$ cat src/rtl/branch_pkg.sv
// Shared types and constants for the branch redirect controller.
package branch_pkg;

  typedef enum logic [1:0] {
    IDLE     = 2'd0,
    REDIRECT = 2'd1,
    FLUSH    = 2'd2
  } br_state_e;

  localparam int BUNDLE_ALIGN_BITS = 4;

  // Fetch restarts on bundle boundaries, so the low bits of any target are dropped.
  function automatic logic [31:0] align_pc(input logic [31:0] pc);
    return {pc[31:BUNDLE_ALIGN_BITS], {BUNDLE_ALIGN_BITS{1'b0}}};
  endfunction

endpackage

$ cat src/rtl/branch_prio_sel.sv
// Lowest-index (oldest slot) winner select: one-hot grant plus the granted target.
module branch_prio_sel #(
  parameter int NUM_BR = 2
) (
  input  logic [NUM_BR-1:0]    req,
  input  logic [NUM_BR*32-1:0] target,
  output logic [NUM_BR-1:0]    grant,
  output logic [31:0]          sel_target
);

  logic found;

  always_comb begin
    grant      = '0;
    sel_target = '0;
    found      = 1'b0;
    for (int i = 0; i < NUM_BR; i++) begin
      if (req[i] && !found) begin
        grant[i]   = 1'b1;
        sel_target = target[32*i +: 32];
        found      = 1'b1;
      end
    end
  end

endmodule

$ cat src/rtl/branch_redirect_ctrl.sv
// Arbitrates resolved taken branches into a single fetch redirect followed by a squash window.
// Optional statistics counters are enabled with macro BRANCH_REDIRECT_STATS_EN.
module branch_redirect_ctrl
  import branch_pkg::*;
#(
  parameter int NUM_BR       = 2,
  parameter int FLUSH_CYCLES = 2
) (
  input  logic                 clk,
  input  logic                 rst_n,
  input  logic [NUM_BR-1:0]    br_valid,
  input  logic [NUM_BR-1:0]    br_taken,
  input  logic [NUM_BR*32-1:0] br_target,
  output logic                 redirect_valid,
  output logic [31:0]          redirect_pc,
  input  logic                 redirect_ready,
  output logic                 flush,
  output logic                 busy
`ifdef BRANCH_REDIRECT_STATS_EN
  ,
  output logic [31:0]          taken_cnt,
  output logic [31:0]          redirect_cnt
`endif
);

  localparam logic [3:0] CNT_LOAD = (FLUSH_CYCLES == 0) ? 4'd0 : 4'(FLUSH_CYCLES - 1);

  br_state_e         state, state_nxt;
  logic [3:0]        cnt, cnt_nxt;
  logic [31:0]       pc_nxt;
  logic [NUM_BR-1:0] grant;
  logic [31:0]       sel_target;
  logic              winner;
  logic              capture;
  logic              handshake;

  branch_prio_sel #(.NUM_BR(NUM_BR)) u_prio_sel (
    .req        (br_valid & br_taken),
    .target     (br_target),
    .grant      (grant),
    .sel_target (sel_target)
  );

  assign winner = |grant;

  always_ff @(posedge clk) begin
    if (!rst_n) begin
      state       <= IDLE;
      cnt         <= '0;
      redirect_pc <= '0;
    end else begin
      state       <= state_nxt;
      cnt         <= cnt_nxt;
      redirect_pc <= pc_nxt;
    end
  end

  // Branch inputs are only looked at in IDLE; anything arriving later is wrong-path.
  always_comb begin
    state_nxt = state;
    cnt_nxt   = cnt;
    pc_nxt    = redirect_pc;
    capture   = 1'b0;
    handshake = 1'b0;
    case (state)
      IDLE: begin
        if (winner) begin
          capture   = 1'b1;
          pc_nxt    = align_pc(sel_target);
          state_nxt = REDIRECT;
        end
      end
      REDIRECT: begin
        if (redirect_ready) begin
          handshake = 1'b1;
          if (FLUSH_CYCLES == 0) begin
            state_nxt = IDLE;
          end else begin
            state_nxt = FLUSH;
            cnt_nxt   = CNT_LOAD;
          end
        end
      end
      FLUSH: begin
        if (cnt == 4'd0) state_nxt = IDLE;
        else             cnt_nxt   = cnt - 4'd1;
      end
      default: state_nxt = IDLE;
    endcase
  end

  // All outputs decode the registered state only.
  assign redirect_valid = (state == REDIRECT);
  assign busy           = (state != IDLE);
  assign flush          = busy;

`ifdef BRANCH_REDIRECT_STATS_EN
  always_ff @(posedge clk) begin
    if (!rst_n) begin
      taken_cnt    <= '0;
      redirect_cnt <= '0;
    end else begin
      if (capture && (taken_cnt != 32'hFFFF_FFFF))      taken_cnt    <= taken_cnt + 32'd1;
      if (handshake && (redirect_cnt != 32'hFFFF_FFFF)) redirect_cnt <= redirect_cnt + 32'd1;
    end
  end
`else
  logic unused_stats;
  assign unused_stats = capture ^ handshake;
`endif

endmodule

$ cat config.mk
export PLATFORM = sky130hd
export DESIGN_NAME = branch_redirect_ctrl
export DESIGN_NICKNAME = d
export VERILOG_FILES = /design/src/rtl/branch_pkg.sv /design/src/rtl/branch_prio_sel.sv /design/src/rtl/branch_redirect_ctrl.sv
export SDC_FILE = /design/constraint.sdc
export NUM_CORES = 1
export LEC_CHECK = 0
export ABC_CLOCK_PERIOD_IN_PS = 1700
export CORE_MARGIN = 8
export CORE_UTILIZATION = 36
export CTS_CLUSTER_DIAMETER = 200
export DETAILED_ROUTE_END_ITERATION = 10
export GPL_ROUTABILITY_DRIVEN = 0
export PLACE_DENSITY = 0.77
export REMOVE_ABC_BUFFERS = 1
export SYNTH_ARGS = -nofsm -noshare
export SYNTH_HDL_FRONTEND = slang
export SYNTH_SLANG_ARGS = --single-unit
$ cat constraint.sdc
create_clock -name clk -period 1.7 [get_ports clk]
set_clock_uncertainty 0.2 [all_clocks]
set_input_delay 0.34 -clock clk [delete_from_list [all_inputs] [get_ports clk]]
set_output_delay 0.34 -clock clk [all_outputs]
set_load 0.05 [all_outputs]
==> results of run 1 <==
==> critical path, delay by kind of cell <==
kind	cells	cell delay, ns
buf+inv	2	0.61
compound gates	2	0.51
simple gates	1	0.18
==> repair_timing <==
item	CTS	global route
setup buffers	1	0
cloned	0	1
hold endpoints to repair	0	0
gates resized for setup	3	16
pin swaps	0	1
endpoints found under the setup margin	8	20
==> sequential cells by signal, indices dropped and copies added (netlist names) <==
name         count
cnt              4
redirect_pc     28
state            2
==> worst paths after layout <==
kind                                     startpoint                            to  slack (ns)
worst max register to register  cnt[0]$_SDFFE_PN0P_           cnt[2]$_SDFFE_PN0P_        0.06
worst min register to register  cnt[0]$_SDFFE_PN0P_           cnt[0]$_SDFFE_PN0P_        0.30
worst max-delay path                    br_valid[0]  redirect_pc[25]$_SDFFE_PN0P_        0.05
worst min-delay path            cnt[0]$_SDFFE_PN0P_           cnt[0]$_SDFFE_PN0P_        0.30
==> layout by cell type, fill, tap and decap left out, types with 2 or more instances in the layout <==
cell type        count
nor3_1               2
or4_1                2
and2_1               2
a311oi_2            18
a21oi_1             30
o211ai_1             2
dfxtp_2              2
buf_12              31
nand3_1             56
a311oi_1            10
conb_1               4
inv_1                5
clkbuf_8             6
clkdlybuf4s50_1     62
buf_6                2
dfxtp_1             32
buf_4               18
==> per-stage QoR <==
| step | instance area (sq um) | cells |
|---|---|---|
| final | 3330 | 373 |
| after CTS | 3230 | 372 |
| after floorplan | 1640 | 183 |
| after global routing | 3330 | 373 |
| after detailed placement | 3120 | 363 |
| after global placement | 3120 | 363 |
==> logic make-up after synthesis <==
family	synth area share, %
DFF	37.7
adders and majority gates	0.693
AOI/OAI and AO/OA	28.5
other	0.208
buffers and inverters	10.9
and+or+nand+nor	22.0
==> metal layers <==
layer	GRT usage, %	up-vias	wire (um)
li1	-	982	-
met1	19.5	988	2660
met2	29.1	83	3370
met3	6.24	13	576
met4	6.10	0	114
met5	0	-	0
==> final cells by class <==
cell class                      instances  area [sq um]  share of cell area (%)
Timing Repair Buffer                  115          1440                    43.2
Multi-Input combinational cell        144          1010                    30.4
Sequential cell                        34           683                    20.5
Clock buffer                            7          86.3                    2.59
Tap cell                               67          83.8                    2.52
Inverter                                5          18.8                   0.564
Clock inverter                          1          5.00                   0.150
==> power by group <==
group / switching (W) / internal, W / total [W]
sequential: 0.0000804 / 0.000871 / 0.000951
clock: 0.000283 / 0.000327 / 0.000610
combinational: 0.000572 / 0.000559 / 0.00113
==> impl_metrics.ini, run 1 <==
[run_status]
outcome = complete, no violations

[setup_path]
worstPathArrival_ns = 1.64
cp-start-kind = input pin
crit_required_ns = 1.69
crit_chain = clkdlybuf4s50_1 -> a22o_1 -> and2_4 -> buf_6 -> a311oi_2
slowest_delay_ns = 0.45
cp_max_fo = 15
path_class = input pin to flip-flop
crit_slowest_cell = clkdlybuf4s50_1
endpoint_kind = flip-flop
r2r_cells = 5

[synth]
synthTopCellsByCount = nand3_1, dfxtp_1, a21oi_1
synth-seq-cells = 34
synth_edf_count = 0
synth_top_area_share_pct = 37.7
ys_seq_area_share_pct = 37.7
synth_area_sq_um = 1810
yosysUniqueCellTypes = 31
synth_warnings = 0
synth_top_area_cell = dfxtp_1
synth.most_common_cell = nand3_1
avgSynthCellArea_sq_um = 8.64
synth_area_leaders = dfxtp_1, nand3_1, a311oi_1
synthArstFlopShare_pct = 0
syn_inst = 209
synthFlopType = dfxtp_1

[finish]
nets = 377
drive_above_1_share_pct = 29.1
diodes = 0
n_fill_cell = 355
fin_util_pct = 69.6
area_delta_synth_final_pct = 84.4

[route]
ant_nets = 0
drt_iter0_markers = 94
drc = 0
drt_wl_total_um = 6730
viasPerCell = 5.54
dr.pass1.iters = 4
wl_per_cell_um = 18.0
vias = 2066

[pwr]
total_power_w = 0.00269
irDropWorstVdd_v = 0.000542
p_leak_nw = 1.20
cellPowerDensity_nw_per_um2 = 809

[grt]
first_global_vias = 2114
track_usage_pct = 17.3
antenna_found_initial = 0
grt_pass1_wl_um = 10500
grt_max_degree = 31
overflow = 0

[sta]
fmax_mhz = 606
setup_viol = 0
whs_ns = 0.298
period_needed_ns = 1.65
setup_slack_ns = 0.0504
setup_tns_ns = 0
timing.final.crit_share_pct = 97.0
drv_slew = 0
hold_violations = 0

[place]
dp_hpwl_um = 4730
post-place-ws_ns = -0.287
numPortBuffers = 93

[hold_path]
hold_path.class = flip-flop to flip-flop
hold_depth = 1

[clocking]
cts_buffers = 5
cts.sinks = 34
postCtsHoldBufs = 0
clock_path_buffers = 2
cts_tree = built
clockRootBuffer = clkbuf_8
clk_pin_slew_ns = 0.07
clkLatencyLatePin_ns = 0.28
htree_levels = 2

[floorplanning]
rows = 25
dieArea_sq_um = 7540
die_x_um = 86.8
die_h_um = 86.8
start_util_pct = 37.7
io-pin-count = 106
design.core.area_sq_um = 4790

[run]
drv_cap = 0
No activity file was read; power rests on OpenSTA's default activity.
==> run 2: changes to the inputs <==
--- a/config.mk
+++ b/config.mk
@@ -5,14 +5,16 @@
 export SDC_FILE = /design/constraint.sdc
 export NUM_CORES = 1
 export LEC_CHECK = 0
-export ABC_CLOCK_PERIOD_IN_PS = 1700
+export ABC_CLOCK_PERIOD_IN_PS = 1800
 export CORE_MARGIN = 8
 export CORE_UTILIZATION = 36
 export CTS_CLUSTER_DIAMETER = 200
 export DETAILED_ROUTE_END_ITERATION = 10
 export GPL_ROUTABILITY_DRIVEN = 0
+export MAX_ROUTING_LAYER = met4
 export PLACE_DENSITY = 0.77
 export REMOVE_ABC_BUFFERS = 1
 export SYNTH_ARGS = -nofsm -noshare
 export SYNTH_HDL_FRONTEND = slang
 export SYNTH_SLANG_ARGS = --single-unit
+export TNS_END_PERCENT = 30
==> constraint.sdc (replaced) <==
create_clock -name clk -period 1.8 [get_ports clk]
set_clock_uncertainty 0.2 [all_clocks]
set_input_delay 0.36 -clock clk [delete_from_list [all_inputs] [get_ports clk]]
set_output_delay 0.36 -clock clk [all_outputs]
set_load 0.05 [all_outputs]
==> impl_metrics.ini, run 2 (synthesis gave the netlist of run 1 again) <==
[run_status]
outcome = complete, no violations

[clocking]
clock_path_buffers = 2
cts_setup_buffers = 0
clkLatencyLatePin_ns = 0.28
clockRootBuffer = clkbuf_8
cts_tree = built
postCtsHoldBufs = 0
post_cts_resized = 0
cts_buffers = 5
htree_levels = 2
clk_pin_slew_ns = 0.06
cts.sinks = 34

[floorplanning]
rows = 25
start_util_pct = 37.7
dieArea_sq_um = 7540
io-pin-count = 106
design.core.area_sq_um = 4790
die_h_um = 86.8
die_x_um = 86.8

[route]
drt_iter0_markers = 150
viasPerCell = 5.38
vias = 1991
ant_nets = 0
drc = 0
dr.pass1.iters = 4
drt_wl_total_um = 6190
wl_per_cell_um = 16.7

[finish]
nets = 376
diodes = 0
fin_util_pct = 60.7
mostFrequentLayoutCells = clkdlybuf4s50_1, nand3_1, buf_4, dfxtp_1, a21oi_1
largestRegisters = redirect_pc: 28 flops, cnt: 4 flops, state: 2 flops
drive_above_1_share_pct = 24.4
largest_register_ff_count = 28
area_delta_synth_final_pct = 60.8
final_cells = 370
final_common_cell = clkdlybuf4s50_1
top_register = redirect_pc

[sta]
hold_violations = 0
setup_slack_ns = 0.0857
rsz0062_at_grt = no
fmax_mhz = 583
timing.final.crit_share_pct = 95.2
setup_viol = 0
setup_tns_ns = 0
drv_slew = 0
period_needed_ns = 1.71

[hold_path]
hold_depth = 2
worstHoldStart = redirect_pc[11]$_SDFFE_PN0P_
hold_path.class = flip-flop to flip-flop

[setup_path]
crit_start = state[1]$_SDFFE_PN0P_
cp_max_fo = 4
cp-start-kind = flip-flop
r2r-start = cnt[0]$_SDFFE_PN0P_
crit_required_ns = 1.24
path_class = flip-flop to primary output
endpoint_kind = primary output
worstPathArrival_ns = 1.15
r2r_cells = 5

[pwr]
irDropWorstVdd_v = 0.000501
total_power_w = 0.00231
cellPowerDensity_nw_per_um2 = 794
p_leak_nw = 1.08

[place]
post-place-ws_ns = -0.197
dp_hpwl_um = 4680
dpl.cell_count = 364
numPortBuffers = 93

[grt]
track_usage_pct = 17.1
first_global_vias = 1997
grt_pass1_wl_um = 9960
grt_max_degree = 29
antenna_found_initial = 0
overflow = 0

[run]
drv_cap = 0
[run 2: final cells by class]
type	count	area [sq um]
Multi-Input combinational cell	144	952
Timing Repair Buffer	114	1090
Clock buffer	6	82.6
Tap cell	67	83.8
Inverter	5	18.8
Fill cell	428	1880
Sequential cell	34	681
[run 2: metal layers]
layer | vias up | GRT usage (%) | share of wire [%]
li1 | 977 | - | -
met1 | 926 | 19.9 | 43
met2 | 81 | 27.0 | 49
met3 | 7 | 5.67 | 7.0
met4 | 0 | 5.79 | 1.5
met5 | - | - | 0
[run 2: worst paths after layout]
path / endpoint / slack, ns
max reg2reg: cnt[2]$_SDFFE_PN0P_ / 0.18
max: redirect_valid / 0.09
min reg2reg: redirect_pc[11]$_SDFFE_PN0P_ / 0.31
min: redirect_pc[11]$_SDFFE_PN0P_ / 0.31
[run 2: worst max-delay path: stages (launching register included)]
cell	delay (ns)
dfxtp_1	0.45
and2b_2	0.28
buf_12	0.15
[run 2: stage by stage]
stage / hold WS, ns / cell area (sq um)
detailed placement: 0.312 / 2810
finish: 0.312 / 2900
global route: 0.337 / 2900
global placement: 0.306 / 2810
floorplan: 0.278 / 1640
CTS: 0.320 / 2890
[run 2: power by group]
| group | internal [W] | switching (W) |
|---|---|---|
| sequential | 0.000822 | 0.0000431 |
| combinational | 0.000372 | 0.000516 |
| clock | 0.000295 | 0.000259 |
